<file path="src/rtl/store_pkg.sv">
// Shared types for the store narrowing path: size encodings and the buffered write entry.
package store_pkg;

    typedef enum logic [1:0] {
        SZ_BYTE = 2'b00,
        SZ_HALF = 2'b01,
        SZ_WORD = 2'b10,
        SZ_ILL  = 2'b11
    } size_e;

    // Default entry shape for a 32-bit byte address; the top re-declares it for other widths.
    typedef struct packed {
        logic [31:0] addr;
        logic [31:0] wdata;
        logic [3:0]  be;
        logic        lossy;
    } store_entry_t;

endpackage

</file>
<file path="src/rtl/store_narrow_unit_if.sv">
// Request and memory-write handshake bundle for the store narrowing unit.
interface store_narrow_unit_if #(
    parameter int unsigned ADDR_W = 32
);
    logic              in_valid;
    logic              in_ready;
    logic [ADDR_W-1:0] in_addr;
    logic [31:0]       in_data;
    logic [1:0]        in_size;

    logic              mem_valid;
    logic              mem_ready;
    logic [ADDR_W-1:0] mem_addr;
    logic [31:0]       mem_wdata;
    logic [3:0]        mem_be;
    logic              mem_lossy;

    // The unit sits on the slave side: it consumes requests and drives memory writes.
    modport slave (
        input  in_valid, in_addr, in_data, in_size, mem_ready,
        output in_ready, mem_valid, mem_addr, mem_wdata, mem_be, mem_lossy
    );

    modport master (
        output in_valid, in_addr, in_data, in_size, mem_ready,
        input  in_ready, mem_valid, mem_addr, mem_wdata, mem_be, mem_lossy
    );
endinterface

</file>
<file path="src/rtl/store_skid_buf.sv">
// Two-entry FIFO-ordered valid/ready buffer; readiness depends only on registered occupancy.
module store_skid_buf #(
    parameter type entry_t = store_pkg::store_entry_t
) (
    input  logic   Clk,
    input  logic   Reset_n,
    input  logic   push,
    input  entry_t push_entry,
    output logic   can_push,
    output logic   head_valid,
    output entry_t head,
    input  logic   pop_ready
);
    logic [1:0] count_q, count_d;
    entry_t     e0_q, e0_d, e1_q, e1_d;
    logic       do_push;
    logic       do_pop;

    assign can_push   = (count_q != 2'd2);
    assign head_valid = (count_q != 2'd0);
    assign head       = e0_q;
    assign do_push    = push && can_push;
    assign do_pop     = head_valid && pop_ready;

    // Next-state: e0 is always the head, e1 the second-oldest entry.
    always_comb begin
        count_d = count_q;
        e0_d    = e0_q;
        e1_d    = e1_q;
        case ({do_push, do_pop})
            2'b10: begin
                if (count_q == 2'd0) begin
                    e0_d = push_entry;
                end else begin
                    e1_d = push_entry;
                end
                count_d = count_q + 2'd1;
            end
            2'b01: begin
                e0_d    = e1_q;
                count_d = count_q - 2'd1;
            end
            2'b11: begin
                // Only reachable with one entry (full blocks push): new entry becomes head.
                e0_d = push_entry;
            end
            default: ;
        endcase
    end

    // State registers; reset discards both entries.
    always_ff @(posedge Clk or negedge Reset_n) begin
        if (!Reset_n) begin
            count_q <= 2'd0;
            e0_q    <= '0;
            e1_q    <= '0;
        end else begin
            count_q <= count_d;
            e0_q    <= e0_d;
            e1_q    <= e1_d;
        end
    end

endmodule

</file>
<file path="src/rtl/store_narrow_unit.sv">
// Narrows a register store into a word-aligned, lane-replicated memory write with byte enables.
// Illegal (misaligned or size 11) requests are consumed and reported instead of written.
module store_narrow_unit
    import store_pkg::*;
#(
    parameter int unsigned ADDR_W    = 32,
    parameter int unsigned ERR_CNT_W = 8
) (
    input  logic                 Clk,
    input  logic                 Reset_n,
    store_narrow_unit_if.slave   bus,
    input  logic                 clear_err,
    output logic                 err_misaligned,
    output logic [ERR_CNT_W-1:0] err_count
);
    typedef struct packed {
        logic [ADDR_W-1:0] addr;
        logic [31:0]       wdata;
        logic [3:0]        be;
        logic              lossy;
    } entry_t;

    size_e          size;
    logic [1:0]     lane;
    logic           legal;
    entry_t         entry;
    entry_t         head;
    logic           can_push;
    logic           head_valid;
    logic           accept;
    logic           err_event;
    logic                 err_pulse_q;
    logic [ERR_CNT_W-1:0] err_count_q, err_count_d;

    assign size = size_e'(bus.in_size);
    assign lane = bus.in_addr[1:0];

    // Legality check and narrowing of the incoming request.
    always_comb begin
        legal       = 1'b0;
        entry.addr  = {bus.in_addr[ADDR_W-1:2], 2'b00};
        entry.wdata = '0;
        entry.be    = 4'b0000;
        entry.lossy = 1'b0;
        case (size)
            SZ_BYTE: begin
                legal       = 1'b1;
                entry.be    = 4'b0001 << lane;
                entry.wdata = {4{bus.in_data[7:0]}};
                entry.lossy = bus.in_data[31:8] != {24{bus.in_data[7]}};
            end
            SZ_HALF: begin
                legal       = !lane[0];
                entry.be    = lane[1] ? 4'b1100 : 4'b0011;
                entry.wdata = {2{bus.in_data[15:0]}};
                entry.lossy = bus.in_data[31:16] != {16{bus.in_data[15]}};
            end
            SZ_WORD: begin
                legal       = (lane == 2'b00);
                entry.be    = 4'b1111;
                entry.wdata = bus.in_data;
            end
            default: legal = 1'b0;
        endcase
    end

    assign bus.in_ready = can_push;
    assign accept       = bus.in_valid && can_push;
    assign err_event    = accept && !legal;

    store_skid_buf #(
        .entry_t (entry_t)
    ) u_buf (
        .Clk        (Clk),
        .Reset_n    (Reset_n),
        .push       (accept && legal),
        .push_entry (entry),
        .can_push   (can_push),
        .head_valid (head_valid),
        .head       (head),
        .pop_ready  (bus.mem_ready)
    );

    assign bus.mem_valid = head_valid;
    assign bus.mem_addr  = head.addr;
    assign bus.mem_wdata = head.wdata;
    assign bus.mem_be    = head.be;
    assign bus.mem_lossy = head.lossy;

    // Error counter next-state: clear wins over a same-cycle increment; saturates at all-ones.
    always_comb begin
        err_count_d = err_count_q;
        if (clear_err) begin
            err_count_d = '0;
        end else if (err_event && (err_count_q != '1)) begin
            err_count_d = err_count_q + ERR_CNT_W'(1);
        end
    end

    // Error pulse and counter registers.
    always_ff @(posedge Clk or negedge Reset_n) begin
        if (!Reset_n) begin
            err_pulse_q <= 1'b0;
            err_count_q <= '0;
        end else begin
            err_pulse_q <= err_event;
            err_count_q <= err_count_d;
        end
    end

    assign err_misaligned = err_pulse_q;
    assign err_count      = err_count_q;

endmodule

</file>
<file path="src/flat_wrapper.sv">
// flat-port wrapper written by rule: the top's interface ports become plain ports
module store_narrow_unit_flat import store_pkg::*;
#(
    parameter int unsigned ADDR_W    = 32,
    parameter int unsigned ERR_CNT_W = 8
)
  (Clk, Reset_n, clear_err, err_misaligned, err_count, bus_in_valid, bus_in_addr, bus_in_data, bus_in_size, bus_mem_ready, bus_in_ready, bus_mem_valid, bus_mem_addr, bus_mem_wdata, bus_mem_be, bus_mem_lossy);
  store_narrow_unit_if #(.ADDR_W(ADDR_W)) bus_i ();
  input  logic Clk;
  input  logic Reset_n;
  input  logic clear_err;
  output logic err_misaligned;
  output logic [ERR_CNT_W-1:0] err_count;
  input wire logic [$bits(bus_i.in_valid)-1:0] bus_in_valid;
  input wire logic [$bits(bus_i.in_addr)-1:0] bus_in_addr;
  input wire logic [$bits(bus_i.in_data)-1:0] bus_in_data;
  input wire logic [$bits(bus_i.in_size)-1:0] bus_in_size;
  input wire logic [$bits(bus_i.mem_ready)-1:0] bus_mem_ready;
  output wire logic [$bits(bus_i.in_ready)-1:0] bus_in_ready;
  output wire logic [$bits(bus_i.mem_valid)-1:0] bus_mem_valid;
  output wire logic [$bits(bus_i.mem_addr)-1:0] bus_mem_addr;
  output wire logic [$bits(bus_i.mem_wdata)-1:0] bus_mem_wdata;
  output wire logic [$bits(bus_i.mem_be)-1:0] bus_mem_be;
  output wire logic [$bits(bus_i.mem_lossy)-1:0] bus_mem_lossy;
  assign bus_i.in_valid = bus_in_valid;
  assign bus_i.in_addr = bus_in_addr;
  assign bus_i.in_data = bus_in_data;
  assign bus_i.in_size = bus_in_size;
  assign bus_i.mem_ready = bus_mem_ready;
  assign bus_in_ready = bus_i.in_ready;
  assign bus_mem_valid = bus_i.mem_valid;
  assign bus_mem_addr = bus_i.mem_addr;
  assign bus_mem_wdata = bus_i.mem_wdata;
  assign bus_mem_be = bus_i.mem_be;
  assign bus_mem_lossy = bus_i.mem_lossy;
  store_narrow_unit #(.ADDR_W(ADDR_W), .ERR_CNT_W(ERR_CNT_W)) u_core (.Clk(Clk), .Reset_n(Reset_n), .bus(bus_i), .clear_err(clear_err), .err_misaligned(err_misaligned), .err_count(err_count));
endmodule
</file>
<file path="config.mk">
export PLATFORM = sky130hd
export DESIGN_NAME = store_narrow_unit_flat
export DESIGN_NICKNAME = d
export VERILOG_FILES = /design/src/rtl/store_pkg.sv /design/src/rtl/store_narrow_unit_if.sv /design/src/rtl/store_skid_buf.sv /design/src/rtl/store_narrow_unit.sv /design/src/flat_wrapper.sv
export SDC_FILE = /design/constraint.sdc
export NUM_CORES = 1
export LEC_CHECK = 0
export BUFFER_PORTS_ARGS = -buffer_cell sky130_fd_sc_hd__buf_4
export CAP_MARGIN = 10
export CORE_ASPECT_RATIO = 0.6
export CORE_MARGIN = 2
export CORE_UTILIZATION = 51
export CTS_BUF_LIST = sky130_fd_sc_hd__clkbuf_2
export CTS_CLUSTER_DIAMETER = 60
export DETAILED_ROUTE_END_ITERATION = 6
export HOLD_SLACK_MARGIN = 0.02
export PLACE_DENSITY_LB_ADDON = 0.05
export SLEW_MARGIN = 5
export SYNTH_ARGS = -nofsm -noshare
export SYNTH_HDL_FRONTEND = slang
export SYNTH_HIERARCHICAL = 1
export SYNTH_SLANG_ARGS = --single-unit
</file>
<file path="constraint.sdc">
create_clock -name Clk -period 2.4 [get_ports Clk]
set_clock_uncertainty 0.2 [all_clocks]
set_input_delay 0.48 -clock Clk [delete_from_list [all_inputs] [get_ports Clk]]
set_output_delay 0.48 -clock Clk [all_outputs]
set_load 0.05 [all_outputs]
</file>
Word level (Yosys, flattened, before mapping)
Index checks and enable logic that the tools add are counted.
W data, S select, Z words.
{ "totals": {"elab_cells": 52, "out_inout_bits": 80, "regBits": 147} }
{ "op_classes": {"reduce_logical": 17, "bitwise_logic": 1, "n_mux": 9, "add_sub_neg": 3, "shift": 1, "eq_ne": 10} }
{ "op_table": {"columns": ["operator", "n"], "rows": [
  ["$pmux W69 S3", 1],
  ["$pmux W36 S3", 1],
  ["$mux W69", 1],
  ["$ne A24 B24 Y1", 1],
  ["$mux W8", 2],
  ["$ne A16 B16 Y1", 1],
  ["$add A8 B1 Y8 const B", 1],
  ["$ne A8 B8 Y1 const B", 1],
  ["$eq A2 B2 Y1 const B", 3],
  ["$logic_and A1 B1 Y1", 6],
  ["$logic_not A2 Y1", 3],
  ["$reduce_bool A2 Y1", 3],
  ["$eq A2 B1 Y1 const B", 2],
  ["$mux W4", 1],
  ["$ne A2 B2 Y1 const B", 2],
  ["$pmux W2 S2", 1],
  ["$reduce_and A2 Y1", 2],
  ["$shl A1 B2 Y4 const A", 1],
  ["$pmux W1 S3", 1],
  ["$reduce_bool A3 Y1", 1],
  ["$add A2 B1 Y2 const B", 1],
  ["$logic_not A1 Y1", 2],
  ["$pmux W1 S2", 1],
  ["$sub A2 B1 Y2 const B", 1],
  ["$not A1 Y1", 1]
]} }

Depth between registers and ports, before layout
{ "depth": {"ltp_word": 7, "ltp_mapped": 11, "ltp_nobuf": 8} }

Hierarchy
The synthesis kept the hierarchy.
{ "by_module_without_submodules": {"columns": ["module", "instances", "area_each_um2", "seq_area_each_um2", "cells_per_inst"], "rows": [
  ["store_skid_buf", 1, 6077.1, 3503.4, 384],
  ["store_narrow_unit", 1, 1107.3, 225.2, 165]
]} }

Worst setup path after synthesis
No wires, ideal clock.
{ "synth_timing": {"path_type": "reg2reg", "startpoint": "register u_core.u_buf.count_q[0]", "endpoint": "register u_core.u_buf.e0_q, in the netlist u_core/u_buf/head[32]", "setup_time_ns": 0.128, "t_arrival_ns": 2.500, "path_buffers": 2, "path_stages_with_launch": 10, "period_less_slack_ns": 2.828, "slack_ns": -0.428, "path_cell_list": "dfrtp_1 nand2b_1 nand2_1 nor2_1 nand2_1 ha_1 clkbuf_1 clkbuf_1 mux2_2 mux2_1"} }
{ "synth_between": {"elab_chain_len": 7} }
{ "synth_lines": {"columns": ["item", "line", "source"], "rows": [
  ["start: declaration", "store_skid_buf.sv:14", "logic [1:0] count_q, count_d;"],
  ["start signal: assignment", "store_skid_buf.sv:58", "count_q <= count_d;"],
  ["$ne A2 B2 Y1 *", "store_skid_buf.sv:19", "assign can_push = (count_q != 2'd2);"],
  ["net bus_in_ready", "flat_wrapper.sv:19", "output wire logic [$bits(bus_i.in_ready)-1:0] bus_in_ready;"],
  ["$logic_and A1 B1 Y1", "store_narrow_unit.sv:68", "assign accept = bus.in_valid && can_push;"],
  ["$logic_and A1 B1 Y1", "store_narrow_unit.sv:76", ".push (accept && legal),"],
  ["$logic_and A1 B1 Y1 *", "store_skid_buf.sv:22", "assign do_push = push && can_push;"],
  ["$eq A2 B2 Y1 or $eq A2 B1 Y1 (tied branches)", "store_skid_buf.sv:30", "case ({do_push, do_pop})"],
  ["$ne A2 B2 Y1 (no source line) or $reduce_bool A3 Y1 (tied branches)", null, null],
  ["$reduce_and A2 Y1 (no source line)", null, null],
  ["end signal: assignment", "store_skid_buf.sv:55", "e0_q <= '0;"],
  ["end signal: assignment", "store_skid_buf.sv:59", "e0_q <= e0_d;"],
  ["end: declaration", "store_skid_buf.sv:15", "entry_t e0_q, e0_d, e1_q, e1_d;"]
]} }
The timed path passes the listed nets; every way through them passes the cells marked *.
A chain may end at the register's enable or synchronous reset.

Final worst setup path
{ "layout_timing": {"startpoint": "register u_core.u_buf.count_q[0]", "endpoint": "register u_core.u_buf.e0_q, in the netlist u_core/u_buf/head[7]"} }
{ "layout_between": {"elab_chain_len": 7} }
{ "layout_lines": {"columns": ["item", "line"], "rows": [
  ["$ne A2 B2 Y1", "store_skid_buf.sv:19"],
  ["$logic_and A1 B1 Y1", "store_narrow_unit.sv:68"],
  ["$logic_and A1 B1 Y1", "store_narrow_unit.sv:76"],
  ["$logic_and A1 B1 Y1", "store_skid_buf.sv:22"],
  ["$eq A2 B2 Y1 or $eq A2 B1 Y1 (tied branches)", "store_skid_buf.sv:30"],
  ["$ne A2 B2 Y1 (no source line) or $reduce_bool A3 Y1 (tied branches)", null],
  ["$reduce_and A2 Y1 (no source line)", null]
]} }
Several ways; a longest one is shown, not always the timed one.

==> out/results.ini <==
[synth]
synth_compound_area_share_pct=4.21
synth_xor_area_share_pct=0.975
synth_seq_cells=149
synth_edf_count=0
synthCells=549
ys_async_sr_fraction_pct=100
ys_warn_count=6
synthMuxAreaShare_pct=33.7
synth-adder-area-share_pct=0.522
seq_area_frac_synth_pct=51.9
synth_cell_types=40
synth_top_family_by_area=multiplexers
syn_avg_cell_area_um2=13.1
ys.flop_type=dfrtp_1
synth-simple-area-share_pct=5.26
syn_area_um2=7180

[pwr]
ir_drop_uv=886
p_sw_share_pct=43.0
power_density_nw_per_um2=1250
p_int_mw=6.76
seqPwrFrac_pct=36.2
p_leak_nw=4.47
p_switching_mw=5.11
p_comb_share_pct=52.7
pwr-share-clk_pct=11.2

[clock_tree]
cts_sinks=149
clk_pin_slew_ns=0.22
tritoncts=yes
postCtsSetupRepairBufs=0
cts_root_buf=clkbuf_2
htree_levels=4
clk_path_buf_depth=2
clock_latency_ns=0.67
cts_buffers=17

[placement]
portBuffers=150
dp.cells=880
gp_congestion=0.912
dp_hpwl_um=11900

[cells_and_area]
syn2layout_area_growth_pct=32.3
final_cell_mix=197 x mux2_2, 157 x buf_4, 148 x dfrtp_1
layout_commonest_cell=mux2_2
instances_no_fill=971
fillers=1013
nets=840
n_antenna_cell=0
final_layout_size_suffix_gt1_share_pct=52.8

[critical_path]
cp-start-kind=flip-flop
critPathKind=reg2reg
cp.required_ns=2.75
crit_family=multiplexers
slowest_stage=dfrtp_1
crit_path_cell_trace=nand2b_4, nand2_1, nor2_2, nand2_1, ha_4, buf_12, mux2_2, mux2_2
cp_slowest_stage_delay_ns=0.42
worst-path-buf-inv=1
cp-end-kind=flip-flop
cp.arrival_ns=2.61
critPathMaxFanout=29

[sta]
fin_setup_tns_ns=0
clock.fmax_ghz=0.443
final_max_slew_viol_count=0
period_needed_ns=2.26
rsz0062_at_grt=false
fin_crit_sh_pct=94.1
hold_violations=0
setup_viol=0

[grt]
grt_pass1_vias=5213
grt_max_degree=47
antenna_found_initial=0
overflow=0
grt_usage_pct=23.6
grt_pass1_wl_um=27000

[drt]
routed_via_density=5.28
ant_nets=0
drt_iter0_drc=220
route.detailed.drc=0
dr.pass1.iters=7
via_count=5131
routed_wl_um=17400
wire_per_inst_um=17.9

[hold_path]
hp-class=in2reg

[floorplan]
die_y_um=95.9
die-area_um2=15100
core_area_um2=13700
start_util_pct=52.4
die_x_um=157
rows=33
io_pins=151

[flow_run]
drv_cap=0

[outcome]
status=finished clean

per-layer routing:
metal  wire (um)  vias to the layer above  global-route usage [%]
met1        8130                     2568                    32.4
li1            -                     2382                       -
met5           0                        -                       0
met2        8040                      152                    37.8
met3         974                       29                    5.40
met4         274                        0                    7.20
cell families after synthesis:
kind of cell	count (synthesis)
adder cells (fa/ha/maj)	3
flip-flops	149
other	1
XOR/XNOR	8
AO/OA/AOI/OAI	48
AND/OR/NAND/NOR	76
multiplexers	216
buffers and inverters	48
power by group through the flow:
stage	clock network, mW	registers, mW	logic [mW]
4_1_cts	1.38	4.29	6.29
3_3_place_gp	0	4.27	6.07
3_5_place_dp	0	4.35	6.20
5_1_grt	1.49	4.43	6.58
2_1_floorplan	0	6.19	2.55
6_report	1.32	4.29	6.25
per-stage QoR:
step                area [um2]  hold WS [ns]  setup slack [ns]  total power [mW]  util (%)
floorplan                 7280       -0.0156            0.0120              8.74         -
global placement          8690         0.269            0.0544              10.3      63.4
detailed placement        8690         0.273            0.0100              10.5      63.4
CTS                       9500        0.0356           0.00385              12.0      69.3
global route              9500        0.0682           0.00946              12.5      69.3
finish                    9500         0.125             0.142              11.9      69.3
cell type report:
cell class / count / area [um2] / area share [%]
inverters: 14 / 52.6 / 0.553
multi-input cells: 355 / 3250 / 34.2
clock inverters: 13 / 124 / 1.30
well taps: 192 / 240 / 2.53
clock buffers: 19 / 95.1 / 1.00
flip-flops and latches: 149 / 3730 / 39.2
repair buffers: 229 / 2010 / 21.2
registers in the layout (all words and copies together) (netlist names):
signal / count
u_core/u_buf/e1_q: 69
u_core/err_misaligned: 1
u_core/u_buf/head: 69
u_core/err_count: 8
u_core/u_buf/count_q: 2
repair_timing:
action / CTS / global route
resized for setup: 0 / 2
hold buffers: 59 / 0
endpoints found under the hold margin: 243 / 0
setup endpoints to repair: 0 / 9
Yosys cell counts (all sizes together), types with 2 or more instances:
cell / instances / area [um2]
nand4: 6 / 37.5
nand2: 21 / 81.3
mux2i: 9 / 90.1
o21ai: 11 / 55.1
a31oi: 2 / 12.5
nor3b: 2 / 15.0
nor3: 6 / 35.0
ha: 3 / 37.5
a21oi: 15 / 86.3
nor2b: 2 / 12.5
inv: 14 / 52.6
mux2: 207 / 2330
nor2: 24 / 97.6
xnor2: 7 / 61.3
clkbuf: 16 / 61.3
dfrtp: 149 / 3730
nand3: 3 / 15.0
nor4: 8 / 56.3
buf: 18 / 129
o21a: 2 / 15.0
a21o: 16 / 120
worst paths after layout:
kind / start / to / slack [ns] / depth (start not counted)
max: u_core/u_buf/count_q[0] / u_core/u_buf/head[7] / 0.14 / 8
min: bus_in_data[0] / u_core/u_buf/e1_q[21] / 0.13 / 4
max reg2reg: u_core/u_buf/count_q[0] / u_core/u_buf/head[7] / 0.14 / 8
min reg2reg: u_core/u_buf/head[38] / u_core/u_buf/head[38] / 0.33 / 1
max in group asynchronous: Reset_n / u_core/u_buf/e1_q[34] / 0.26 / 4
min in group asynchronous: Reset_n / u_core/u_buf/head[41] / 0.70 / 3
worst reg2reg max path, delay by kind of cell, from the launching register on:
kind                     cells  cell delay [ns]
multiplexers                 2             0.63
buffers and inverters        1             0.21
adder cells (fa/ha/maj)      1             0.21
flip-flops                   1             0.42
AND/OR/NAND/NOR              4             0.51
Power figures use the tool's default switching activity.
